===== config.mk =====
export PLATFORM = sky130hd
export DESIGN_NAME = peripheral_bcd2bin
export DESIGN_NICKNAME = d
export VERILOG_FILES = /design/src/rtl/peripheral_bcd2bin.sv
export SDC_FILE = /design/constraint.sdc
export NUM_CORES = 1
export LEC_CHECK = 0
export ABC_AREA = 1
export CAP_MARGIN = 15
export CORE_UTILIZATION = 40
export DETAILED_ROUTE_END_ITERATION = 12
export PLACE_DENSITY = 0.67
export SYNTH_ARGS = -nofsm -noshare
export SYNTH_HDL_FRONTEND = slang
export SYNTH_SLANG_ARGS = --single-unit
export TNS_END_PERCENT = 1

===== constraint.sdc =====
create_clock -name clk -period 2.95 [get_ports clk]
set_input_delay 0.59 -clock clk [delete_from_list [all_inputs] [get_ports clk]]
set_output_delay 0.59 -clock clk [all_outputs]
set_load 0.02 [all_outputs]

===== src/rtl/peripheral_bcd2bin.sv =====
// Memory-mapped BCD-to-binary converter: ten packed BCD digits in, 32-bit unsigned result out.
// One digit is folded into a 36-bit accumulator per clock; overflow and invalid-digit flags are kept.
module peripheral_bcd2bin (
   input  logic        clk,
   input  logic        rst,
   input  logic [31:0] d_in,
   input  logic        cs,
   input  logic [4:2]  addr,
   input  logic        rd,
   input  logic        wr,
   output logic [31:0] d_out
);

   typedef enum logic {
      IDLE = 1'b0,
      CONV = 1'b1
   } state_e;

   localparam logic [2:0] A_BCD_LO = 3'd0;
   localparam logic [2:0] A_BCD_HI = 3'd1;
   localparam logic [2:0] A_CTRL   = 3'd2;
   localparam logic [2:0] A_STATUS = 3'd3;
   localparam logic [2:0] A_RESULT = 3'd4;

   state_e      state_q,    state_d;
   logic [31:0] bcd_lo_q,   bcd_lo_d;
   logic [7:0]  bcd_hi_q,   bcd_hi_d;
   logic        ctrl_q,     ctrl_d;
   logic [39:0] shift_q,    shift_d;
   logic [35:0] acc_q,      acc_d;
   logic [3:0]  cnt_q,      cnt_d;
   logic [31:0] result_q,   result_d;
   logic        invalid_q,  invalid_d;
   logic        overflow_q, overflow_d;
   logic        ready_q,    ready_d;
   logic [31:0] d_out_q,    d_out_d;

   logic        wr_en;
   logic        rd_en;
   logic        start;
   logic [3:0]  digit;
   logic [35:0] acc_next;

   assign wr_en = cs & wr;
   assign rd_en = cs & rd;

   // Start is edge-like: software must drop ctrl to 0 before another start is accepted.
   assign start = wr_en && (addr == A_CTRL) && d_in[0] && !ctrl_q && (state_q == IDLE);

   assign digit    = shift_q[39:36];
   assign acc_next = (acc_q << 3) + (acc_q << 1) + {32'b0, digit};

   always_comb begin
      // NOTE: every signal assigned here gets a default first so no latch is inferred.
      state_d    = state_q;
      bcd_lo_d   = bcd_lo_q;
      bcd_hi_d   = bcd_hi_q;
      ctrl_d     = ctrl_q;
      shift_d    = shift_q;
      acc_d      = acc_q;
      cnt_d      = cnt_q;
      result_d   = result_q;
      invalid_d  = invalid_q;
      overflow_d = overflow_q;
      ready_d    = ready_q;
      d_out_d    = 32'b0;

      if (wr_en) begin
         case (addr)
            A_BCD_LO: bcd_lo_d = d_in;
            A_BCD_HI: bcd_hi_d = d_in[7:0];
            A_CTRL:   ctrl_d   = d_in[0];
            default:  ;
         endcase
      end

      case (state_q)
         IDLE: begin
            if (start) begin
               state_d    = CONV;
               shift_d    = {bcd_hi_q, bcd_lo_q};
               acc_d      = 36'b0;
               cnt_d      = 4'd0;
               invalid_d  = 1'b0;
               overflow_d = 1'b0;
               ready_d    = 1'b0;
            end
         end
         CONV: begin
            acc_d     = acc_next;
            shift_d   = shift_q << 4;
            invalid_d = invalid_q | (digit > 4'd9);
            cnt_d     = cnt_q + 4'd1;
            if (cnt_q == 4'd9) begin
               state_d    = IDLE;
               result_d   = acc_next[31:0];
               overflow_d = |acc_next[35:32];
               ready_d    = 1'b1;
            end
         end
         default: state_d = IDLE;
      endcase

      // Reads see the pre-edge register values, so status sampled at completion still shows busy.
      if (rd_en) begin
         case (addr)
            A_STATUS: d_out_d = {29'b0, invalid_q, overflow_q, ready_q};
            A_RESULT: d_out_d = result_q;
            default:  d_out_d = 32'b0;
         endcase
      end
   end

   // NOTE: sequential state uses non-blocking assignments so all flops update together at the edge.
   always_ff @(posedge clk or negedge rst) begin
      if (!rst) begin
         state_q    <= IDLE;
         bcd_lo_q   <= 32'b0;
         bcd_hi_q   <= 8'b0;
         ctrl_q     <= 1'b0;
         shift_q    <= 40'b0;
         acc_q      <= 36'b0;
         cnt_q      <= 4'd0;
         result_q   <= 32'b0;
         invalid_q  <= 1'b0;
         overflow_q <= 1'b0;
         ready_q    <= 1'b1;
         d_out_q    <= 32'b0;
      end else begin
         state_q    <= state_d;
         bcd_lo_q   <= bcd_lo_d;
         bcd_hi_q   <= bcd_hi_d;
         ctrl_q     <= ctrl_d;
         shift_q    <= shift_d;
         acc_q      <= acc_d;
         cnt_q      <= cnt_d;
         result_q   <= result_d;
         invalid_q  <= invalid_d;
         overflow_q <= overflow_d;
         ready_q    <= ready_d;
         d_out_q    <= d_out_d;
      end
   end

   assign d_out = d_out_q;

endmodule


======== Yosys cells after proc, flatten, opt, wreduce, memory -nomap -nowiden ========
Cells that the tools add are included.
cells by class
  add/subtract/negate cells ............... 3
  eq/ne operators ......................... 7
  $lt $le $gt $ge ......................... 1
  reduce and logical (&&, ||, !) cells .... 12
  multiplexer cells ....................... 17
  bitwise logic cells ..................... 4
operators with widths
  cell                                                                     number
  40-bit case mux with 2 select lines                                      1
  35-bit case mux with 2 select lines                                      1
  32-bit case mux with 2 select lines                                      1
  40-bit two-way mux                                                       1
  36-bit adder                                                             1
  36-bit by 4-bit adder with 36-bit output                                 1
  35-bit two-way mux                                                       1
  32-bit two-way mux                                                       1
  2-bit AND reduction                                                      5
  1-bit case mux with 2 select lines                                       4
  4-bit case mux with 2 select lines                                       1
  3-bit by 2-bit equality test with 1-bit output, second input constant    2
  1-bit two-way mux                                                        5
  4-bit by 1-bit adder with 4-bit output, second input constant            1
  4-bit equality test, second input constant                               1
  4-bit greater-than comparator, second input constant                     1
  1-bit logical AND                                                        4
  4-bit two-way mux                                                        1
  4-bit OR reduction                                                       1
  3-bit by 1-bit equality test with 1-bit output, second input constant    1
  3-bit equality test, second input constant                               1
  3-bit zero test                                                          1
  1-bit bitwise AND                                                        2
  2-bit by 1-bit inequality test with 1-bit output, second input constant  1
  other kinds (4)                                                          4
storage, ports and cells
  input port bits ......................... 40
  word-level logic and storage cells ...... 56
  register bits after elaboration ......... 188

======== Longest topological paths before layout ========
Gate-level depths: netlist of run 1.
  word-level depth ........................ 7
  depth in mapped cells ................... 18

======== Worst setup path after synthesis of run 1 ========
No wires, ideal clock.
  path kind ............................... register to register
  start ................................... register acc_q[0]
  end ..................................... register overflow_q
  stages on the path, launching flop included .. 18
  setup slack ............................. 0.520 ns
  setup time .............................. 0.119 ns
  buffers on the path ..................... 0
  arrival time ............................ 2.311 ns
  cells stage by stage .................... dfrtp_1 > inv_1 > fa_1 > fa_1 > inv_1 > nand3_1 > nand2_2 > nand3_2 > nand3_2 > nand2_1 > nand2_2 > nand2_1 > nand2_1 > nand2_1 > nand2_1 > nand2_1 > nor2_1 > nor2_1
on the way
  longest elaborated chain between the ends .. 5
ends and longest elaborated chain
  what                                      line  RTL
  start: declaration                        30    logic [35:0] acc_q, acc_d;
  start signal: assignment                  122   acc_q <= 36'b0;
  start signal: assignment                  135   acc_q <= acc_d;
  36-bit adder                              51    assign acc_next = (acc_q << 3) + (acc_q << 1) + {32'b0, digit};
  36-bit by 4-bit adder with 36-bit output  51
  4-bit OR reduction                        97    overflow_d = |acc_next[35:32];
  1-bit two-way mux                         94    if (cnt_q == 4'd9) begin
  1-bit case mux with 2 select lines        77    case (state_q)
  end signal: assignment                    139   overflow_q <= overflow_d;
  end: declaration                          34    logic overflow_q, overflow_d;
Every way passes these cells. The select of a mux whose other input is x is not followed.
A chain may end at the register's enable or synchronous reset.

======== Final worst setup path of run 1 ========
Ends and elaborated chain as after synthesis.

==> results of run 1 <==
==> cell type report <==
type,instances,area [um^2]
Fill cell,2270,12200
Sequential cell,188,4710
Multi-Input combinational cell,785,4470
Timing Repair Buffer,87,885
Inverter,116,435
Clock buffer,17,425
Tap cell,319,399
Clock inverter,15,233
==> cells in the mapped netlist (3+ instances only) <==
cell type	count
inv_2	5
clkbuf_1	18
nand3_1	35
xor2_1	9
o21ai_1	13
nand3b_1	3
o221ai_1	13
xnor2_1	13
a21oi_2	5
nand2_2	13
o21ai_0	67
o22ai_1	4
mux2_2	24
nand3_2	6
buf_2	14
nor3_1	11
nor2_1	74
or2_1	3
o211ai_1	15
nand4_1	7
ha_1	68
nor2_2	5
inv_1	110
nand2_1	333
dfrtp_1	187
a21oi_1	39
==> per-layer routing <==
metal	vias up	track usage (%)	wire length, um
met5	-	0	0
li1	3809	-	-
met4	0	5.36	300
met1	3586	26.4	10500
met3	25	2.78	659
met2	131	31.0	10000
==> power by group <==
group / switching, mW / internal, mW / leakage [nW] / total (mW)
Sequential: 0.454 / 3.28 / 2.44 / 3.73
Combinational: 3.24 / 1.83 / 2.84 / 5.07
Clock: 1.28 / 1.22 / 0.318 / 2.50
Total: 4.98 / 6.33 / 5.60 / 11.3
==> metrics by stage <==
stage          cell area [um^2]  hold WS (ns)  setup WS (ns)  std cells
3_3_place_gp              10900         0.452          0.285       1495
5_1_grt                   11500         0.119        0.00654       1527
4_1_cts                   11500        0.0933          0.229       1527
3_5_place_dp              10900         0.456          0.227       1495
6_report                  11500        0.0801          0.222       1527
2_1_floorplan              9780         0.294          0.520       1126
==> path summary, 6_finish.rpt <==
path,from,endpoint,cells after the start
hold reg to reg,ready_q,ready_q,2
hold / removal,rst,d_out[8],1
min in group clk,ready_q,ready_q,2
setup reg to reg,acc_q[0],overflow_q,15
max in group asynchronous,rst,shift_q[35],2
setup / recovery,acc_q[0],overflow_q,15
==> placed cells by master, fill, tap and decap left out, drive strengths merged, types with 18 or more instances in the layout <==
master and n:
clkdlybuf4s50 70, nor2 79, o21ai 81, mux2 24
dfrtp 187, nand3 41, inv 126, clkbuf 18
nand2 346, a21oi 44, ha 68
==> registers in the layout, summed over array words and instances, names as in the netlist <==
| name | flops |
|---|---|
| shift_q | 40 |
| acc_q | 35 |
| bcd_lo_q | 32 |
| d_out | 32 |
| result_q | 32 |
| bcd_hi_q | 8 |
| cnt_q | 4 |
| ctrl_q | 1 |
| invalid_q | 1 |
| overflow_q | 1 |
| ready_q | 1 |
| state_q | 1 |
==> kinds of logic after synthesis <==
logic type      synth area share [%]
flops                           48.1
compound gates                  10.6
simple gates                    21.2
mux                             2.76
buf+inv                         6.24
xor+xnor                        1.97
fa+ha+maj                       9.11
==> worst max-delay path: cells and delay by family, from the launching register on <==
kind	cells	cell delay, ns
adder cells (fa/ha/maj)	2	0.94
AND/OR/NAND/NOR	9	0.75
flip-flops	1	0.38
AO/OA/AOI/OAI	2	0.36
buffers and inverters	2	0.21
==> summary.md, run 1 <==
The largest total area in the synthesized netlist belongs to dfrtp_1. The first-pass iteration count of the detailed router was 5; the height of the die was 158 um. After detailed routing, the number of vias per cell comes to 4.94.

For this run, asynchronously set or reset flops after synthesis account for 100%. The post-route fraction of the period consumed by the critical path was 92.5%. The max-slew violation count is 0. The number of enable flip-flop cells after synthesis works out to 0.

The number of cells produced by synthesis is 1126, and the static leakage power is 5.60 nW. The most used flip-flop cell after synthesis is dfrtp_1. Clock-pin slew was measured on the worst setup and hold paths at 0.08 ns. The data required time of the critical path was 3.29 ns; the final antenna diode count was 0.

The logs give 4 for the maximum level of the CTS H-tree and 0 for the total of warnings raised by yosys. The starting DRC count in detailed routing came out at 495. The run finished with clean final reports. No sink is reached through more buffers than the 2 on the longest clock path.

For this run, the share of the core covered by cells in the final layout is 48.6%. The internal reg-to-reg setup slack is 0.22 ns, and the maximum number of pins on one net before global-route repair is 59. The synthesized design devotes to its leading area cell type 47.8% of total area. Clock root buffer master: clkbuf_16. In this design, the stage delay of the slowest critical-path cell is 0.47 ns.

Die boundary width: 158 um. Summed over all nets, the half-perimeter wirelength after detailed placement is 15.8 mm. The relative area change from synthesis to final layout was 18.1%.

The detail route stage leaves a number of antenna-violating nets equal to 0. Max-cap violations in this run came to 0. At the pin with the least slew margin, the transition time is 0.804 ns. The post-synthesis instance area is 9780 um^2, and the number of setup violations in the final report is 0.

The worst path in the final design needs a cycle of 2.73 ns, including I/O delays and setup. The critical path capture point type is a flip-flop. Walking the worst path, the cells encountered are inv_1 -> fa_1 -> fa_1 -> inv_1 -> nand3_1 -> nand2_2 -> a21oi_2 -> o21ai_2 -> nand2_1 -> nand2_1 -> nand2_1 -> nand2_1 -> nand2_1 -> nor2_1 -> nor2_1.

For the total negative setup slack, the log shows 0 ns. Static timing analysis puts the maximum clock frequency at 367 MHz. At the end of the flow, the number of nets in the layout was 1305. The power density of the placed cells came out at 979 nW/um^2.

The tools report the number of buffers added by the clock tree synthesis step as 17. For this run the aggregate overflow at the end of global routing stands at 0. The run gives 48.1% as the portion of the post-synthesis area used by sequential elements. STA puts the critical path data arrival time at 3.07 ns. The tools report the nature of the critical path startpoint as a flip-flop. Once the floorplan was initialized, standard cells occupied 41.2% of the core. After floorplanning, the core was sized to cover 23800 um^2. TritonCTS built the clock tree. The post-route total power is 11.3 mW, and the via count is 7551.

The path class of the tightest hold or removal check is in2async. After synthesis, the netlist uses 49 different library cells. 72 I/O pins were placed.

Of the cells placed in the final design, the portion with a size suffix greater than 1 is 9.69%. In the final routed layout, each cell accounts on average for 14.1 um. Along the worst path, the maximum fanout reaches 3.

The tools report the global router's overall resource usage as 19.1%. The run gives 0 as the total of cells resized after clock tree synthesis. Synthesis inferred 188 register bits.

Critical path class: reg2reg. Setup repair after global routing left no endpoint under its margin. Synthesis produced a netlist with a net count of 1236. The number of hold violations in the final report was 0; the peak supply drop was 0.000395 V.

The most used cell along the critical path is nand2_1. The logs give 0 for the number of antenna violations at the first check in global routing and 0.0155 ns for the final setup skew. The clock reaches the later pin of the worst-skew pair after 0.45 ns. The post-detailed-route DRC marker count was 0.

During placement, the flow inserted port buffers numbering 71. The first global-routing pass estimated 37.6 mm of wire. The die covers 25100 um^2. At the end of routability-driven placement, the weighted congestion stood at 0.923. Yosys attributes the largest share of cell area to dfrtp_1 (48%), nand2_1 (13%), ha_1 (8.7%). Highest-delay cell along the critical path: fa_1. The TritonCTS sink count was 188. Buffers inserted to repair hold after CTS numbered 0. The wire length reported by the detailed router is 21.5 mm. Post-CTS setup repair buffer count: 0.

After synthesis, the mean cell area works out to 8.69 um^2. The tools report the total number of placement rows as 56. The run gives 7629 as the via count of the first global-routing pass. The run gives 46.3% as the tightest slew margin relative to the limit.
Power figures use the tool's default switching activity.
==> run 2: changes to the inputs <==
ABC_AREA = unset   (was 1)
CELL_PAD_IN_SITES_DETAIL_PLACEMENT = 1   (was unset)
CELL_PAD_IN_SITES_GLOBAL_PLACEMENT = 1   (was unset)
PLACE_DENSITY = 0.79   (was 0.67)
==> run 2 against run 1 <==
  * The flow now finishes with violations (negative setup slack)
  * Critical path type unchanged
  * Worst setup slack worse by 0.43 ns
  * Clock-buffer cell count stayed put
  * Register-to-register slack worse by 0.43 ns
  * Wire length is 4.9% higher
  * Non-clock buffer count is 24 higher
  * Cell count is 14% lower
  * Critical path depth is 2 lower
  * Area after synthesis is 1.2% lower
  * Sequential power is 7.8% higher
  * Power is 21% higher
  * Sequential share of layout area is 0.74 points lower
  * Largest cell class is now multi-input combinational cells
  * Hold slack better by 0.033 ns
==> summary.md, run 2 <==
Register bank with the most flops: shift_q (unchanged). The final cell count without fillers was 1306 (was 1527). The height of the die was 157 um (was 158 um).

Fraction of the mapped netlist area in adder cells: 9.22% (was 9.11%). Most congested layer reported by global routing: met2 (unchanged). The via count of the first global-routing pass came out at 7612 (was 7629). The run gives 12 (was 0) as the number of setup violations in the final report. The total global routing overflow was 0 (unchanged). Leading registers by flop count: shift_q: 40 flops, acc_q: 35 flops (unchanged). The proportion of synthesized flip-flops having asynchronous set or reset works out to 100% (unchanged).

Setup repair after global routing could not meet its margin everywhere. The xor and xnor area share after synthesis is 3.17% (was 1.97%), and the static leakage power is 5.57 nW (was 5.60 nW). The met3 layer usage reported by global route was 3.61% (was 2.78%); the via count was 6887 (was 7551). Post-detailed-route DRC marker count: 0 (unchanged). The number of hold violations in the final report came out at 0 (unchanged). The run gives 1271 (was 1495) as the number of placed cells counting well taps. The synthesized area per cell was 10.8 um^2 (was 8.69 um^2). Critical path class: reg2reg (unchanged). Fraction of the mapped netlist area in compound gates: 12.3% (was 10.6%). Data arrival time at the worst-slack endpoint: 3.46 ns (was 3.07 ns). The number of buffers added on ports is 71 (unchanged).

The post-route fraction of the period consumed by the critical path works out to 107% (was 92.5%). The tools report the nature of the critical path startpoint as a flip-flop (unchanged). The post-route total power is 13.7 mW (was 11.3 mW). The area share of the leading cell type in the synthesized netlist was 48.4% (was 47.8%); the total of warnings raised by yosys was 0 (unchanged).

The logs give 35.0% (was 31.0%) for the met2 usage in global routing and 110 (was 59) for the maximum number of pins on one net before global-route repair. The tools report the die outline area as 24800 um^2 (was 25100 um^2). The critical path capture point type is a flip-flop (unchanged).

The number of buffers between clock root and the deepest sink is 2 (unchanged), and the worst setup timing slack at the placement stage is -0.265 ns (was 0.227 ns). The slack of the critical path was -0.210 ns (was 0.222 ns). Power density of the placed cells: 1170 nW/um^2 (was 979 nW/um^2). The initial standard-cell utilization of the core is 40.9% (was 41.2%), and the maximum level of the CTS H-tree is 4 (unchanged).

The number of buffers added by the clock tree synthesis step is 17 (unchanged), and the slew at the pin closest to its max-slew limit is 0.983 ns (was 0.804 ns). The max-slew violation count came out at 0 (unchanged). Ranking of synthesized cells by area: dfrtp_1 (48%), ha_1 (8.8%), mux2_2 (7.0%) (was dfrtp_1 (48%), nand2_1 (13%), ha_1 (8.7%)). Number of distinct library cells after synthesis: 63 (was 49).

The tools report the number of antenna violations at the first check in global routing as 0 (unchanged). The most used flip-flop cell after synthesis was dfrtp_1 (unchanged). The tools report the total of max-cap violations as 0 (unchanged).

The wire length reported by the detailed router is 22.5 mm (was 21.5 mm). The clock transition at the registers of the reported paths came out at 0.08 ns (about the same). Most frequent cells in the layout: dfrtp_1 (186), nand2_1 (141), o21ai_0 (80) (was nand2_1 (333), dfrtp_1 (187), inv_1 (110)). The tools report the final design utilization as 49.9% (was 48.6%). The relative area change from synthesis to final layout came out at 21.9% (was 18.1%). The TritonCTS sink count came out at 188 (unchanged). The peak supply drop came out at 0.000522 V (was 0.000395 V).

The wire length of the first global-routing pass is 38.9 mm (was 37.6 mm). The global router's overall resource usage came out at 20.1% (was 19.1%). For the final cell area excluding filler cells, the log shows 11800 um^2 (was 11500 um^2). The checks that failed: negative setup slack. The run gives 316 MHz (was 367 MHz) as the achievable frequency.

Residual antenna-violating net count after detailed routing: 0 (unchanged). The post-synthesis instance area was 9660 um^2 (was 9780 um^2). Most instantiated cells after synthesis: dfrtp_1 (187), nand2_1 (142), o21ai_0 (86) (was nand2_1 (333), dfrtp_1 (187), inv_1 (110)).

The final RePlAce weighted congestion is 0.870 (was 0.923). The tools report the later-pin clock latency in the skew report as 0.44 ns (was 0.45 ns). The shortest clock period the worst path allows after layout came out at 3.16 ns (was 2.73 ns).

TritonCTS built the clock tree. The total number of nets in the final design came out at 1084 (was 1305). The largest family of logic cells by synthesized area is multiplexers (was simple AND/OR/NAND/NOR gates).

The number of flip-flops under the largest register name was 40 (unchanged); the die boundary width was 157 um (was 158 um). Tightest slew margin relative to the limit: 34.5% (was 46.3%). The number of cells produced by synthesis was 891 (was 1126); the synthesis-stage register bit count was 188 (unchanged). The cell area after placement is 10900 um^2 (about the same), and the mean routed wirelength per cell is 17.3 um (was 14.1 um).

The hold-fix buffer count after cts is 0 (unchanged). Most common library cell in the layout ignoring fill and taps: dfrtp_1 (was nand2_1). The run finished, with violations left.

The tools report the final antenna diode count as 0 (unchanged). The most frequent cell after synthesis is dfrtp_1 (was nand2_1). The global-route met1 utilization came out at 25.3% (was 26.4%). The share of final-layout standard cells stronger than drive strength 1 is 19.0% (was 9.69%). The detail-routed via count per cell was 5.27 (was 4.94); the data required time of the critical path was 3.25 ns (was 3.29 ns). The startpoint of the worst setup timing path is acc_q[0] (unchanged). The post-synthesis simple-gate area fraction is 11.4% (was 21.2%), and the placed wire-length estimate after detailed placement is 15.6 mm (was 15.8 mm). Clock root buffer master: clkbuf_16 (unchanged). The number of nets in the synthesized netlist is 1001 (was 1236), and the portion of netlist area occupied by mux cells is 12.6% (was 2.76%). For the total number of placement rows, the log shows 56 (unchanged). The tools report the number of top-level pins as 72 (unchanged). Worst flop-to-flop path startpoint: acc_q[0] (unchanged). The area of the placeable core came out at 23600 um^2 (was 23800 um^2). The largest fanout on the critical path is 3 (unchanged), and the starting DRC count in detailed routing is 365 (was 495). The worst min-delay path class was in2async (unchanged). The number of enable flip-flop cells after synthesis came out at 0 (unchanged). The tools report the first-pass iteration count of the detailed router as 4 (was 5). Cell taking the most area after synthesis: dfrtp_1 (unchanged).

The portion of the post-synthesis area used by sequential elements is 48.7% (was 48.1%), and the final setup skew is 0.0115 ns (was 0.0155 ns).
## run 2: cell count changes in the layout (fill, tap and decap cells not counted), sizes merged, moves of 12 or more
| cell | change |
|---|---|
| nand3 | -33 |
| inv | -103 |
| and2 | +31 |
| o211ai | -12 |
| buf | +24 |
| nand2 | -204 |
| mux2 | +37 |
| mux2i | +53 |
| nor2 | -59 |
## run 2: layout make-up
| class | count | area (um^2) |
|---|---|---|
| Clock buffer | 17 | 425 |
| Clock inverter | 15 | 211 |
| Fill cell | 2541 | 11800 |
| Inverter | 17 | 63.8 |
| Multi-Input combinational cell | 639 | 4900 |
| Sequential cell | 188 | 4710 |
| Tap cell | 319 | 399 |
| Timing Repair Buffer | 111 | 1060 |
## run 2: worst max-delay path, cell delays in order (launching register included)
cell and delay [ns]:
dfrtp_1 0.39, inv_1 0.11, fa_2 0.48, fa_2 0.39, nor2b_4 0.16, o2111ai_4 0.14
a21oi_2 0.22, buf_4 0.14, nor3b_1 0.04, o21a_2 0.24, a31oi_4 0.18, a221oi_2 0.09
xor2_1 0.28, a41oi_2 0.16
## run 2: layer usage
metal / share of wire [%] / routed length [um]
met2: 51 / 11500
met5: 0 / 0
met4: 1.6 / 358
met1: 45 / 10100
met3: 3.0 / 667
## run 2: what timing repair did
action,CTS,global route
endpoints found under the setup margin,27,33
endpoints found under the hold margin,0,0
pin swaps,16,7
gates resized for setup,15,21
cloned,0,0
buffers inserted,1,2
## run 2: metrics by stage
step | TNS [ns] | hold slack, ns
after floorplan | 0 | 0.294
after global placement | -0.777 | 0.455
after detailed placement | -2.62 | 0.465
after CTS | -0.890 | 0.127
after global routing | -4.42 | 0.151
final | -0.844 | 0.113
## run 2: final timing paths
check | end | slack (ns) | cells after the start
worst max-delay path | overflow_q | -0.21 | 13
worst min-delay path | d_out[14] | 0.11 | 1
worst max register to register | overflow_q | -0.21 | 13
worst min register to register | d_out[12] | 0.48 | 1
max in group asynchronous | shift_q[11] | 1.97 | 2
min in group clk | d_out[12] | 0.48 | 1
## run 2: cells by family (layout without fill, tap and decap cells)
group,count (synthesis),count (layout)
AOI/OAI and AO/OA,183,183
buffers and inverters,64,160
and+or+nand+nor,237,237
xor gates and xnor gates,35,35
adders and majority gates,70,70
DFF,188,188
muxes,114,114
## run 2: where the power goes
group,switching [mW],internal [mW]
logic,4.19,3.11
registers,0.637,3.38
clock network,1.23,1.18
total,6.06,7.67
==> run 3: changes to the inputs <==
clock period = 3.4 ns   (was 2.95 ns; I/O delays follow)
==> run 3 against run 2 <==
  * The flow now finishes without violations
  * Hold slack better by 0.18 ns
  * Clock skew rose by 0.0025 ns
  * Core utilization down 1.5 points
  * Register-to-register slack better by 0.35 ns
  * Cell count decreased by 1.8%
  * Die area unchanged
  * Critical path depth is the same
  * Via count fell by 1.3%
  * Worst setup slack improved by 0.35 ns
==> summary.md, run 3 (synthesis results as in run 2) <==
The number of buffers added by the clock tree synthesis step is 17 (unchanged). The achievable frequency was 307 MHz (was 316 MHz). For the area of the placeable core, the log shows 23600 um^2 (unchanged). First-pass iteration count of the detailed router: 4 (unchanged). Detail-routed via count per cell: 5.30 (was 5.27). The height of the die was 157 um (unchanged); the global-route met1 utilization was 24.5% (was 25.3%). The worst min-delay path class was in2async (unchanged). The logs give 2 (unchanged) for the number of buffers between clock root and the deepest sink and 0 (unchanged) for the max-slew violation count. The tools report the static leakage power as 5.42 nW (was 5.57 nW). The run gives 37.7 mm (was 38.9 mm) as the wire length of the first global-routing pass. The wire length reported by the detailed router was 22.2 mm (was 22.5 mm). The global router's overall resource usage came out at 19.4% (was 20.1%).

For the final setup skew, the log shows 0.0140 ns (was 0.0115 ns). The post-route fraction of the period consumed by the critical path was 95.8% (was 107%); the starting DRC count in detailed routing was 267 (was 365). The nature of the critical path startpoint was a flip-flop (unchanged). For the total number of placement rows, the log shows 56 (unchanged). Mean routed wirelength per cell: 17.3 um (about the same). The power density of the placed cells is 995 nW/um^2 (was 1170 nW/um^2), and the largest fanout on the critical path is 3 (unchanged). The data required time of the critical path was 3.76 ns (was 3.25 ns). TritonCTS built the clock tree. The run gives 188 (unchanged) as the TritonCTS sink count. The relative area change from synthesis to final layout is 18.1% (was 21.9%), and the number of setup violations in the final report is 0 (was 12). The critical path capture point type was a flip-flop (unchanged).

The via count of the first global-routing pass is 7317 (was 7612). The number of hold violations in the final report is 0 (unchanged), and the total of max-cap violations is 0 (unchanged). The tightest slew margin relative to the limit is 29.8% (was 34.5%).

The final antenna diode count was 0 (unchanged). The logs give 6796 (was 6887) for the via count and 24800 um^2 (unchanged) for the die outline area. For the initial standard-cell utilization of the core, the log shows 40.9% (unchanged). The final worst hold slack was 0.295 ns (was 0.113 ns); the later-pin clock latency in the skew report was 0.45 ns (was 0.44 ns). The number of top-level pins is 72 (unchanged), and the post-detailed-route DRC marker count is 0 (unchanged). The number of buffers added on ports came out at 71 (unchanged).

Clock root buffer master: clkbuf_16 (unchanged). The number of antenna violations at the first check in global routing came out at 0 (unchanged). The most congested layer reported by global routing was met2 (unchanged). The tools report the residual antenna-violating net count after detailed routing as 0 (unchanged). The flow ran to the end, and the final reports show no timing, DRC or antenna violations. The slew at the pin closest to its max-slew limit is 1.05 ns (was 0.983 ns), and the worst setup timing slack at the placement stage is 0.123 ns (was -0.265 ns). The number of flip-flops under the largest register name works out to 40 (unchanged).

The most common library cell in the layout ignoring fill and taps was dfrtp_1 (unchanged). The peak supply drop came out at 0.000375 V (was 0.000522 V). Most frequent cells in the layout: dfrtp_1 (186), nand2_1 (142), o21ai_0 (86) (was dfrtp_1 (186), nand2_1 (141), o21ai_0 (80)).

The clock transition at the registers of the reported paths works out to 0.08 ns (about the same). The register bank with the most flops is shift_q (unchanged). The maximum number of pins on one net before global-route repair was 117 (was 110). The maximum level of the CTS H-tree is 4 (unchanged), and the total global routing overflow is 0 (unchanged).

The run gives 3.80% (was 3.61%) as the met3 layer usage reported by global route. Met2 usage in global routing: 33.4% (was 35.0%). The share of final-layout standard cells stronger than drive strength 1 is 14.7% (was 19.0%), and the placed wire-length estimate after detailed placement is 15.7 mm (was 15.6 mm). The die boundary width was 157 um (unchanged). The final RePlAce weighted congestion was 0.872 (was 0.870). For the data arrival time at the worst-slack endpoint, the log shows 3.61 ns (was 3.46 ns). Shortest clock period the worst path allows after layout: 3.26 ns (was 3.16 ns). The run gives 0 (unchanged) as the hold-fix buffer count after cts.

The run gives 0.144 ns (was -0.210 ns) as the slack of the critical path. The tools report the filler cell count as 2561 (was 2541). The critical path class was reg2reg (unchanged). Leading registers by flop count: shift_q: 40 flops, acc_q: 35 flops (unchanged). The tools report the total number of nets in the final design as 1061 (was 1084).
## run 3: layout make-up
class | count | area, um^2 | share of cell area (%)
clock inverter | 15 | 204 | 1.79
clock buffer | 17 | 425 | 3.73
timing repair buffer | 88 | 867 | 7.60
tap | 319 | 399 | 3.50
multi-input combinational | 639 | 4740 | 41.6
inverter | 17 | 63.8 | 0.559
sequential | 188 | 4710 | 41.3
## run 3: critical path, cell delays in order, from the launching register on
cell and delay (ns):
dfrtp_1 0.37, inv_1 0.08, fa_1 0.62, inv_1 0.06
ha_1 0.32, a211oi_2 0.08, o211ai_2 0.22, a31oi_4 0.15
o21ai_4 0.21, nand3_2 0.10, o2bb2ai_2 0.17, o221ai_2 0.25
mux2_1 0.37, a41oi_2 0.18
## run 3: power by group
part | internal (mW) | switching (mW)
Combinational | 2.34 | 3.47
Clock | 1.02 | 1.06
Sequential | 2.93 | 0.535
## run 3: per-layer routing
layer	vias to the layer above	wire length, um	share of wire (%)
li1	3222	-	-
met2	117	11200	50
met3	35	742	3.3
met1	3422	9790	44
met5	-	0	0
met4	0	461	2.1
## run 3: final timing paths
| kind | end | start | depth (start not counted) | slack [ns] |
|---|---|---|---|---|
| min in group clk | result_q[30] | result_q[30] | 2 | 0.48 |
| setup / recovery | overflow_q | acc_q[2] | 13 | 0.14 |
| setup reg to reg | overflow_q | acc_q[2] | 13 | 0.14 |
| max in group asynchronous | shift_q[34] | rst | 2 | 2.35 |
| hold reg to reg | result_q[30] | result_q[30] | 2 | 0.48 |
| hold / removal | acc_q[7] | rst | 1 | 0.30 |
## run 3: stage by stage
step | area (um^2) | total power, mW | instances | TNS (ns) | util (%)
2_1_floorplan | 9660 | 7.63 | 891 | 0 | -
3_3_place_gp | 10700 | 8.79 | 1247 | 0 | 45.4
3_5_place_dp | 10700 | 9.09 | 1247 | 0 | 45.4
4_1_cts | 11300 | 11.3 | 1279 | 0 | 48.0
5_1_grt | 11400 | 12.3 | 1283 | -0.00188 | 48.3
6_report | 11400 | 11.4 | 1283 | 0 | 48.3
## run 3: what timing repair did
item / in CTS / in global routing
setup endpoints to repair: 0 / 5
gates resized for setup: 0 / 6
setup buffers: 0 / 4
